$ cat config.mk
export PLATFORM = sky130hd
export DESIGN_NAME = bp_cce_fetch_predictor_flat
export DESIGN_NICKNAME = d
export VERILOG_FILES = /design/src/rtl/bp_cce_fetch_predictor_if.sv /design/src/rtl/bp_cce_fetch_predictor.sv /design/src/flat_wrapper.sv
export SDC_FILE = /design/constraint.sdc
export NUM_CORES = 1
export LEC_CHECK = 0
export ABC_AREA = 0
export BUFFER_PORTS_ARGS = -buffer_cell sky130_fd_sc_hd__buf_2
export CORE_ASPECT_RATIO = 0.6
export CORE_UTILIZATION = 43
export CTS_BUF_LIST = sky130_fd_sc_hd__clkbuf_4 sky130_fd_sc_hd__clkbuf_8
export DETAILED_ROUTE_END_ITERATION = 6
export GPL_TIMING_DRIVEN = 0
export HOLD_SLACK_MARGIN = 0.03
export PLACE_DENSITY_LB_ADDON = 0.12
export SLEW_MARGIN = 20
export SYNTH_ARGS = -nofsm -noshare
export SYNTH_HDL_FRONTEND = slang
export SYNTH_SLANG_ARGS = --single-unit
$ cat constraint.sdc
create_clock -name clk_i -period 3.53 [get_ports clk_i]
set_clock_uncertainty 0.05 [all_clocks]
set_input_delay 0.353 -clock clk_i [delete_from_list [all_inputs] [get_ports clk_i]]
set_output_delay 0.353 -clock clk_i [all_outputs]
set_load 0.05 [all_outputs]
$ cat src/rtl/bp_cce_fetch_predictor_if.sv
// rtl/bp_cce_fetch_predictor_if.sv - fetch/decode/resolve signal bundle for the CCE fetch predictor
interface bp_cce_fetch_predictor_if #(
  parameter int width_p = 8
);
  logic               mode_i;
  logic [width_p-1:0] fetch_addr_o;
  logic               inst_branch_i;
  logic               inst_predict_i;
  logic [width_p-1:0] inst_target_i;
  logic               inst_v_o;
  logic               ready_i;
  logic [width_p-1:0] pc_o;
  logic               predicted_taken_o;
  logic [width_p-1:0] predicted_next_pc_o;
  logic               resolve_v_i;
  logic [width_p-1:0] resolve_pc_i;
  logic               resolve_taken_i;
  logic               resolve_mispredict_i;
  logic [width_p-1:0] resolve_next_pc_i;

  modport slave (
    input  mode_i, inst_branch_i, inst_predict_i, inst_target_i, ready_i,
           resolve_v_i, resolve_pc_i, resolve_taken_i, resolve_mispredict_i, resolve_next_pc_i,
    output fetch_addr_o, inst_v_o, pc_o, predicted_taken_o, predicted_next_pc_o
  );

  modport master (
    output mode_i, inst_branch_i, inst_predict_i, inst_target_i, ready_i,
           resolve_v_i, resolve_pc_i, resolve_taken_i, resolve_mispredict_i, resolve_next_pc_i,
    input  fetch_addr_o, inst_v_o, pc_o, predicted_taken_o, predicted_next_pc_o
  );
endinterface

$ cat src/rtl/bp_cce_fetch_predictor.sv
// rtl/bp_cce_fetch_predictor.sv - CCE fetch PC owner with static/BHT next-PC prediction
module bp_cce_fetch_predictor #(
  parameter int                 width_p       = 8,
  parameter int                 bht_entries_p = 16,
  parameter logic [width_p-1:0] boot_pc_p     = '0
) (
  input logic                     clk_i,
  input logic                     reset_i,
  bp_cce_fetch_predictor_if.slave bus
);
  localparam int idx_w_lp = $clog2(bht_entries_p);

  logic [width_p-1:0]  fetch_pc_r;
  logic                booted_r;
  logic [1:0]          bht_r [bht_entries_p];

  logic [idx_w_lp-1:0] fetch_idx;
  logic [idx_w_lp-1:0] resolve_idx;
  logic                redirect;
  logic                stall;
  logic                taken;
  logic [width_p-1:0]  next_pc;
  logic                unused_resolve_pc_bits;

  assign fetch_idx              = fetch_pc_r[idx_w_lp-1:0];
  assign resolve_idx            = bus.resolve_pc_i[idx_w_lp-1:0];
  assign unused_resolve_pc_bits = ^bus.resolve_pc_i;

  // Prediction depends only on state and inst_*, never on ready_i.
  always_comb begin
    taken = 1'b0;
    if (bus.inst_branch_i) begin
      taken = bus.mode_i ? bht_r[fetch_idx][1] : bus.inst_predict_i;
    end
    next_pc = taken ? bus.inst_target_i : fetch_pc_r + width_p'(1);
  end

  always_comb begin
    redirect = bus.resolve_v_i & bus.resolve_mispredict_i;
    stall    = booted_r & ~redirect & ~bus.ready_i;

    bus.inst_v_o            = booted_r & ~redirect;
    bus.pc_o                = fetch_pc_r;
    bus.predicted_taken_o   = taken;
    bus.predicted_next_pc_o = next_pc;

    if (!booted_r) begin
      bus.fetch_addr_o = boot_pc_p;
    end else if (redirect) begin
      bus.fetch_addr_o = bus.resolve_next_pc_i;
    end else if (stall) begin
      bus.fetch_addr_o = fetch_pc_r;
    end else begin
      bus.fetch_addr_o = next_pc;
    end
  end

  always_ff @(posedge clk_i or posedge reset_i) begin
    if (reset_i) begin
      fetch_pc_r <= boot_pc_p;
      booted_r   <= 1'b0;
    end else begin
      booted_r <= 1'b1;
      if (booted_r) begin
        fetch_pc_r <= bus.fetch_addr_o;
      end
    end
  end

  // Counters train on every resolve regardless of mode or mispredict.
  always_ff @(posedge clk_i or posedge reset_i) begin
    if (reset_i) begin
      for (int i = 0; i < bht_entries_p; i++) begin
        bht_r[i] <= 2'b01;
      end
    end else if (bus.resolve_v_i) begin
      if (bus.resolve_taken_i && bht_r[resolve_idx] != 2'b11) begin
        bht_r[resolve_idx] <= bht_r[resolve_idx] + 2'b01;
      end else if (!bus.resolve_taken_i && bht_r[resolve_idx] != 2'b00) begin
        bht_r[resolve_idx] <= bht_r[resolve_idx] - 2'b01;
      end
    end
  end
endmodule

$ cat src/flat_wrapper.sv
// flat-port wrapper written by rule: the top's interface ports become plain ports
module bp_cce_fetch_predictor_flat 
#(
  parameter int                 width_p       = 8,
  parameter int                 bht_entries_p = 16,
  parameter logic [width_p-1:0] boot_pc_p     = '0
)
  (clk_i, reset_i, bus_mode_i, bus_inst_branch_i, bus_inst_predict_i, bus_inst_target_i, bus_ready_i, bus_resolve_v_i, bus_resolve_pc_i, bus_resolve_taken_i, bus_resolve_mispredict_i, bus_resolve_next_pc_i, bus_fetch_addr_o, bus_inst_v_o, bus_pc_o, bus_predicted_taken_o, bus_predicted_next_pc_o);
  bp_cce_fetch_predictor_if #(.width_p(width_p)) bus_i ();
  input logic clk_i;
  input logic reset_i;
  input wire logic [$bits(bus_i.mode_i)-1:0] bus_mode_i;
  input wire logic [$bits(bus_i.inst_branch_i)-1:0] bus_inst_branch_i;
  input wire logic [$bits(bus_i.inst_predict_i)-1:0] bus_inst_predict_i;
  input wire logic [$bits(bus_i.inst_target_i)-1:0] bus_inst_target_i;
  input wire logic [$bits(bus_i.ready_i)-1:0] bus_ready_i;
  input wire logic [$bits(bus_i.resolve_v_i)-1:0] bus_resolve_v_i;
  input wire logic [$bits(bus_i.resolve_pc_i)-1:0] bus_resolve_pc_i;
  input wire logic [$bits(bus_i.resolve_taken_i)-1:0] bus_resolve_taken_i;
  input wire logic [$bits(bus_i.resolve_mispredict_i)-1:0] bus_resolve_mispredict_i;
  input wire logic [$bits(bus_i.resolve_next_pc_i)-1:0] bus_resolve_next_pc_i;
  output wire logic [$bits(bus_i.fetch_addr_o)-1:0] bus_fetch_addr_o;
  output wire logic [$bits(bus_i.inst_v_o)-1:0] bus_inst_v_o;
  output wire logic [$bits(bus_i.pc_o)-1:0] bus_pc_o;
  output wire logic [$bits(bus_i.predicted_taken_o)-1:0] bus_predicted_taken_o;
  output wire logic [$bits(bus_i.predicted_next_pc_o)-1:0] bus_predicted_next_pc_o;
  assign bus_i.mode_i = bus_mode_i;
  assign bus_i.inst_branch_i = bus_inst_branch_i;
  assign bus_i.inst_predict_i = bus_inst_predict_i;
  assign bus_i.inst_target_i = bus_inst_target_i;
  assign bus_i.ready_i = bus_ready_i;
  assign bus_i.resolve_v_i = bus_resolve_v_i;
  assign bus_i.resolve_pc_i = bus_resolve_pc_i;
  assign bus_i.resolve_taken_i = bus_resolve_taken_i;
  assign bus_i.resolve_mispredict_i = bus_resolve_mispredict_i;
  assign bus_i.resolve_next_pc_i = bus_resolve_next_pc_i;
  assign bus_fetch_addr_o = bus_i.fetch_addr_o;
  assign bus_inst_v_o = bus_i.inst_v_o;
  assign bus_pc_o = bus_i.pc_o;
  assign bus_predicted_taken_o = bus_i.predicted_taken_o;
  assign bus_predicted_next_pc_o = bus_i.predicted_next_pc_o;
  bp_cce_fetch_predictor #(.width_p(width_p), .bht_entries_p(bht_entries_p), .boot_pc_p(boot_pc_p)) u_core (.clk_i(clk_i), .reset_i(reset_i), .bus(bus_i));
endmodule
; Word-level counts from Yosys, hierarchy flattened
; Index checks and enable logic that the tools add are counted.
[word_totals]
output_inout_bits = 26
elab_cells = 57
inputBits = 33
register_bits = 41
[classes]
eq_ne = 1
add_sub_neg = 3
reduce_logical = 7
order_cmp = 3
n_bitwise = 7
mux = 18
[ops]
columns = operator, n
row1 = 32-bit bitwise mux, 2
row2 = 32-bit 2-to-1 mux, 2
row3 = 8-bit 2-to-1 mux, 4
row4 = 2-bit binary-select mux with 4-bit select, 2
row5 = 5-bit greater-or-equal comparator (second input constant), 2
row6 = 2-bit 2-to-1 mux, 5
row7 = 4-bit inverter with 5-bit output, 2
row8 = 8-bit by 1-bit adder with 8-bit output (second input constant), 1
row9 = 2-bit demux with 4-bit select, 1
row10 = 5-bit by 1-bit < comparator with 1-bit output (second input constant), 1
row11 = 2-bit nonzero test, 2
row12 = 1-bit bitwise AND, 3
row13 = 1-bit logical AND, 3
row14 = 2-bit by 1-bit adder with 2-bit output (second input constant), 1
row15 = 1-bit 2-to-1 mux, 2
row16 = 2-bit inequality test (second input constant), 1
row17 = 1-bit inverter, 2
row18 = 2-bit AND reduction, 1
row19 = 2-bit by 1-bit subtractor with 2-bit output (second input constant), 1
row20 = 1-bit zero test, 1

; Logic depth before layout (Yosys ltp)
; Gate-level depths: netlist of run 1.
[logic_depth]
word_depth = 10
ltp_mapped = 13
ltp_nobuf = 11

; Worst setup path after synthesis of run 1
; No wires, ideal clock.
[synth_timing]
kind = input -> register
from = in bus_resolve_pc_i[0]
to = reg u_core.bht_r[29] in the netlist's numbering
cell_stages = 12
path_slack_ns = -0.217
setup_ns = 0.125
t_arrival_ns = 3.573
t_required_ns = 3.355
n_path_buf = 2
cell_sequence = clkbuf_1 -> mux4_2 -> mux2_2 -> o21ai_1 -> buf_2 -> inv_1 -> ha_1 -> nor2b_1 -> o21ai_0 -> or3b_2 -> nor3_1 -> mux2_2
[synth_between]
elab_chain_cells = 8
elab_cells_between_ends = 21
cone_classes = add/sub (2) / order compare (2) / eq/ne (1) / mux (9) / bitwise (1) / reduce/logical (6)
[synth_rtl]
columns = element, line
row1 = start: declaration, flat_wrapper.sv:18  ; input wire logic [$bits(bus_i.resolve_pc_i)-1:0] bus_resolve_pc_i;
row2 = 4-bit inverter with 5-bit output (implied by the code) *, n/a
row3 = 2-bit binary-select mux with 4-bit select (tied with other cells), n/a
row4 = 2-bit 2-to-1 mux (implied by the code) or 1-bit logical AND (tied branches), n/a
row5 = "2-bit 2-to-1 mux, on equally long branches", n/a
row6 = 2-bit by 1-bit subtractor with 2-bit output (tied with other cells), bp_cce_fetch_predictor.sv:80  ; bht_r[resolve_idx] <= bht_r[resolve_idx] - 2'b01;
row7 = 32-bit bitwise mux (tied with other cells), bp_cce_fetch_predictor.sv:80
row8 = 32-bit 2-to-1 mux or 2-bit nonzero test (tied branches), n/a
row9 = 32-bit 2-to-1 mux or 2-bit AND reduction (tied branches), n/a
row10 = end signal: indexed assignment, bp_cce_fetch_predictor.sv:78  ; bht_r[resolve_idx] <= bht_r[resolve_idx] + 2'b01;
row11 = end signal: indexed assignment, bp_cce_fetch_predictor.sv:80
row12 = end: declaration, bp_cce_fetch_predictor.sv:15  ; logic [1:0] bht_r [bht_entries_p];
; Every way passes the cells marked *; elsewhere a longest branch is shown, timed or not. The select of a mux whose other input is x is not followed.
; A chain may end at the register's enable or synchronous reset.

==> results.json, run 1 <==
{
  "path_cells": "mux4_2 -> mux2_2 -> o21ai_4 -> buf_4 -> inv_1 -> ha_1 -> nor2b_2 -> o21ai_1 -> or3b_4 -> nor3_2 -> mux2_2",
  "ff2ff_path_depth": 11,
  "drtPass1Iterations": 5,
  "antenna_found_initial": 0,
  "coreArea_sq_um": 5807,
  "die_w_um": 104.2,
  "clock-sinks": 41,
  "regArea_sq_um": 1046,
  "vdd.ir_drop.worst_mv": 0.2984,
  "drc_errors": 0,
  "pwr-share-seq_pct": 34.0,
  "hold_end": "u_core.bus.pc_o[7]",
  "grt.overflow.total": 0,
  "grt_max_degree": 24,
  "syn_inst": 243,
  "hpwl_um": 5391,
  "pwr-share-clk_pct": 16.2,
  "cts_buffers": 5,
  "fp.dieArea_sq_um": 6593,
  "rsz0062_at_grt": "no",
  "path_max_fanout": 10,
  "crit_slowest_cell": "or3b_4",
  "dr_total_vias": 2155,
  "min-delay-start": "bus_resolve_next_pc_i[7]",
  "antenna_left": 0,
  "hold_violations": 0,
  "viasPerCell": 5.568,
  "gr-usage-all-layers_pct": 22.81,
  "clock_path_buffers": 2,
  "swShare_pct": 41.54,
  "synthFlopType": "dfrtp_1",
  "die_y_um": 63.30,
  "r2r_slack_ns": 0.15,
  "finalPower_mw": 2.527,
  "cap_violations": 0,
  "synth_nets": 279,
  "avgSynthCellArea_sq_um": 11.08,
  "cell_internal_pwr_mw": 1.477,
  "start_util_pct": 46.37,
  "ioPinCount": 59,
  "grt_pass1_wl_um": 11620,
  "power_density_nw_per_um2": 773.7,
  "path_class": "reg2reg",
  "synth-seq-cells": 41,
  "whs_ns": 0.2828,
  "cts_root_buf": "clkbuf_8",
  "clk_pin_slew_ns": 0.08,
  "htreeDepth": 2,
  "relSlewSlack_pct": 54.19,
  "place.gp.congestion": 0.8744,
  "comb_power_share_pct": 49.8,
  "whs_path_depth": 3,
  "leakagePower_nw": 1.465,
  "min-delay-path-class": "in2reg",
  "crit_top_cell": "mux2_2",
  "finalSetupTns_ns": 0,
  "cts_tree": "built",
  "cp-start-kind": "flip-flop",
  "synth_edf_count": 0,
  "finalCriticalPeriod_ns": 3.377,
  "yosysWarnings": 0,
  "crit_arrival_ns": 3.51,
  "rows": 21,
  "worst_slew_pin_slew_ns": 0.6822,
  "ys_async_sr_fraction_pct": 100.0,
  "initialDrtViolationCount": 130,
  "port_buffers": 51,
  "synth_area_sq_um": 2693,
  "critPathRequiredTime_ns": 3.67,
  "drt_wl_total_um": 6800,
  "grt_pass1_vias": 2203,
  "drive_gt1_share_pct": 47.88,
  "fin_nets": 342,
  "design_area_sq_um": 3266,
  "diodes": 0,
  "dpl-instance-area_sq_um": 3085,
  "status": "finished clean",
  "clock_latency_ns": 0.30,
  "synth_cell_types": 44,
  "netSwitchingPower_mw": 1.050,
  "r2r_end": "u_core.bht_r[29]",
  "setup_violations": 0,
  "cp-end-kind": "flip-flop",
  "final_common_cell": "buf_2",
  "period_share_pct": 95.66,
  "max_freq_mhz": 296.1,
  "slew_violations": 0,
  "syn_to_final_growth_pct": 21.28,
  "final_cell_mix": "buf_2, mux2_2, dfrtp_1",
  "synth_seq_area_share_pct": 38.85,
  "cp_slowest_stage_delay_ns": 0.48,
  "multi_input_area_sq_um": 1505,
  "nFillCells": 523,
  "wl_per_cell_um": 17.57
}
-- through the flow --
step                utilization (%)  cells  worst slack [ns]
global route                  56.24    387           0.01295
floorplan                         -    243          -0.02348
global placement              52.79    374           -0.5428
finish                        56.24    387            0.1533
detailed placement            53.14    375           -0.6142
CTS                           55.72    384           0.01108
-- synth_stat cells (2+ instances only) --
cell | number | area (sq um)
a31oi_1 | 3 | 18.77
a32oi_1 | 7 | 61.31
and2_2 | 2 | 15.01
buf_2 | 2 | 10.01
buf_6 | 4 | 45.04
clkbuf_1 | 8 | 30.03
clkbuf_8 | 2 | 27.53
dfrtp_1 | 25 | 625.6
dfstp_2 | 16 | 420.4
ha_1 | 3 | 37.54
inv_1 | 15 | 56.30
mux2_2 | 33 | 371.6
mux2i_1 | 20 | 200.2
mux4_2 | 11 | 247.7
nand2_1 | 10 | 37.54
nand2b_1 | 4 | 25.02
nand3_1 | 9 | 45.04
nor2_1 | 14 | 52.55
nor3_1 | 10 | 50.05
nor3b_1 | 2 | 15.01
o21ai_0 | 12 | 60.06
o21ai_1 | 2 | 10.01
o221ai_1 | 2 | 17.52
or3b_2 | 2 | 17.52
xnor2_1 | 5 | 43.79
xor2_1 | 2 | 17.52
-- metal layers --
layer / part of all wire, % / global-route usage, % / vias up
met5: 0 / 0 / -
met4: 0.65 / 5.357 / 0
met3: 8.3 / 5.280 / 5
met2: 38 / 29.08 / 77
met1: 53 / 37.27 / 1059
li1: - / - / 1014
-- cells by family (layout without fill, tap and decap cells) --
group,after synthesis,in the layout,synth area share [%]
other cells,1,1,0.1393
mux,64,64,30.44
simple gates,60,60,11.34
flops,41,41,38.85
compound gates,34,34,8.876
fa+ha+maj,3,3,1.394
xor+xnor,7,7,2.277
buf+inv,33,97,6.691
-- how the worst max path moves through the flow --
stage,start,end,slack (ns),cells after the start
floorplan,bus_resolve_pc_i[0],u_core.bht_r[29],-0.02,12
global placement,bus_resolve_pc_i[0],u_core.bht_r[29],-0.54,12
detailed placement,bus_resolve_pc_i[0],u_core.bht_r[29],-0.61,12
CTS,flip-flop,u_core.bht_r[29],0.01,11
global route,flip-flop,u_core.bht_r[29],0.01,11
finish,flip-flop,u_core.bht_r[29],0.15,11
-- worst max-delay path, delay by kind of cell (launching register included) --
kind / cells / cell delay (ns)
multiplexers: 3 / 1.15
AND/OR/NAND/NOR: 3 / 0.84
flip-flops: 1 / 0.38
AO/OA/AOI/OAI: 2 / 0.37
buffers and inverters: 2 / 0.26
adder cells (fa/ha/maj): 1 / 0.21
-- power groups by stage --
stage          logic, mW  clock network [mW]  registers [mW]
2_1_floorplan      0.877                   0           0.901
3_3_place_gp        1.20                   0           0.864
3_5_place_dp        1.22                   0           0.866
4_1_cts             1.23               0.418           0.856
5_1_grt             1.35               0.439           0.889
6_report            1.26               0.409           0.859
-- final cells by class --
| cell class | instances | area share (%) |
|---|---|---|
| flip-flops and latches | 41 | 32.03 |
| inverters | 15 | 1.724 |
| clock buffers | 7 | 2.759 |
| plain buffers | 18 | 3.985 |
| repair buffers | 56 | 9.425 |
| well taps | 80 | 3.065 |
| multi-input cells | 169 | 46.09 |
| clock inverters | 1 | 0.9195 |
-- what timing repair did --
item                                   CTS  global route
endpoints found under the hold margin    6             0
gates resized for setup                  6             3
setup endpoints to repair               16            16
hold buffers                             1             0
pin swaps                                0             1
setup buffers                            0             3
Power figures use the tool's default switching activity.
==> run 2: changes to the inputs <==
- REMOVE_ABC_BUFFERS: not set -> 1
- SETUP_SLACK_MARGIN: not set -> 0.1
==> results.json, run 2 (same netlist as run 1, synthesis figures left out) <==
{
  "clk_pin_slew_ns": 0.08,
  "rsz0062_at_grt": "yes",
  "clock-sinks": 41,
  "instances_no_fill": 371,
  "grt_max_degree": 32,
  "antenna_found_initial": 0,
  "leakagePower_nw": 1.407,
  "cts_buffers": 5,
  "whs_path_depth": 3,
  "viasPerCell": 5.593,
  "netSwitchingPower_mw": 1.011,
  "ff2ff_path_depth": 8,
  "crit_arrival_ns": 3.44,
  "worst_slack_ns": 0.2207,
  "max_freq_mhz": 302.2,
  "pwr-share-seq_pct": 37.3,
  "relSlewSlack_pct": 56.29,
  "cp-end-kind": "flip-flop",
  "fp.dieArea_sq_um": 6593,
  "hold_violations": 0,
  "grt.overflow.total": 0,
  "dpl_worst_slack_ns": -1.221,
  "finalCriticalPeriod_ns": 3.309,
  "initialDrtViolationCount": 200,
  "diodes": 0,
  "cell_internal_pwr_mw": 1.382,
  "grt_pass1_wl_um": 10570,
  "final_cell_mix": "buf_2, mux2_2, dfrtp_1",
  "drtPass1Iterations": 4,
  "ioPinCount": 59,
  "cp-start-kind": "flip-flop",
  "whs_ns": 0.2886,
  "vdd.ir_drop.worst_mv": 0.2888,
  "slew_violations": 0,
  "start_util_pct": 46.37,
  "fin_nets": 326,
  "gr-usage-all-layers_pct": 21.12,
  "clock_path_buffers": 2,
  "syn_to_final_growth_pct": 17.05,
  "wl_per_cell_um": 17.17,
  "grt_pass1_vias": 1943,
  "power_density_nw_per_um2": 759.3,
  "cts_tree": "built",
  "drive_gt1_share_pct": 47.77,
  "final_common_cell": "buf_2",
  "hpwl_um": 4831,
  "port_buffers": 54,
  "clock_latency_ns": 0.29,
  "setup_violations": 0,
  "period_share_pct": 93.75,
  "pwr-share-clk_pct": 13.9,
  "path_class": "reg2reg",
  "cap_violations": 0,
  "rows": 21,
  "dr_total_vias": 2075,
  "critPathRequiredTime_ns": 3.66,
  "die_w_um": 104.2,
  "drc_errors": 0,
  "min-delay-path-class": "in2reg",
  "path_max_fanout": 5,
  "die_y_um": 63.30,
  "coreArea_sq_um": 5807,
  "swShare_pct": 42.26,
  "htreeDepth": 2,
  "place.gp.congestion": 0.7721,
  "dp.cells": 360,
  "cts_root_buf": "clkbuf_8",
  "worst_slew_pin_slew_ns": 0.6488,
  "finalPower_mw": 2.393,
  "comb_power_share_pct": 48.7,
  "antenna_left": 0,
  "status": "finished clean",
  "drt_wl_total_um": 6369
}
## run 2: routing by layer
metal	GRT usage, %	up-vias	routed length, um
met5	0	-	0
met3	4.244	2	337
li1	-	988	-
met1	35.75	1033	3514
met2	26.00	52	2495
met4	4.821	0	22
## run 2: critical path: stages (launching register included)
cell     delay (ns)
dfrtp_1        0.41
mux4_2         0.49
mux4_2         0.49
ha_1           0.21
nor2b_2        0.19
o21ai_1        0.18
or3b_2         0.55
nor2_1         0.25
mux2_2         0.36
## run 2: metrics by stage
step	TNS, ns	instance area (sq um)	utilization, %
6_report	0	3152	54.28
5_1_grt	0	3152	54.28
3_3_place_gp	-26.21	2939	50.61
4_1_cts	0	3129	53.89
2_1_floorplan	-12.70	2569	-
3_5_place_dp	-27.94	2959	50.96
## run 2: area by class of cell
type / count / area (sq um)
Sequential cell: 41 / 1047
Inverter: 15 / 56.30
Multi-Input combinational cell: 169 / 1518
Fill cell: 532 / 2655
Clock buffer: 8 / 97.59
Timing Repair Buffer: 58 / 332.8
Tap cell: 80 / 100.1
## run 2: worst paths after layout
check | slack, ns | start | endpoint
max | 0.22 | u_core.bht_r[1] | u_core.bht_r[19]
min | 0.29 | bus_resolve_next_pc_i[5] | u_core.bus.pc_o[5]
max reg2reg | 0.22 | u_core.bht_r[1] | u_core.bht_r[19]
min reg2reg | 0.49 | u_core.bht_r[13] | u_core.bht_r[13]
max in group asynchronous | 2.44 | reset_i | asynchronous set/reset pin
min in group asynchronous | 0.47 | reset_i | u_core.bht_r[1]
## run 2: timing repair
item,in CTS,in global routing
pin swaps,2,0
hold buffers,1,0
hold endpoints to repair,2,0
endpoints found under the setup margin,48,28
setup buffers,2,0
resized for setup,6,6
gates cloned,0,0
## run 2: power by group through the flow
stage               Combinational, mW  Sequential (mW)  Clock, mW
finish                           1.17            0.893      0.333
global route                     1.27            0.929      0.366
CTS                              1.16            0.892      0.351
detailed placement               1.11            0.900          0
global placement                 1.10            0.897          0
floorplan                       0.791            0.926          0
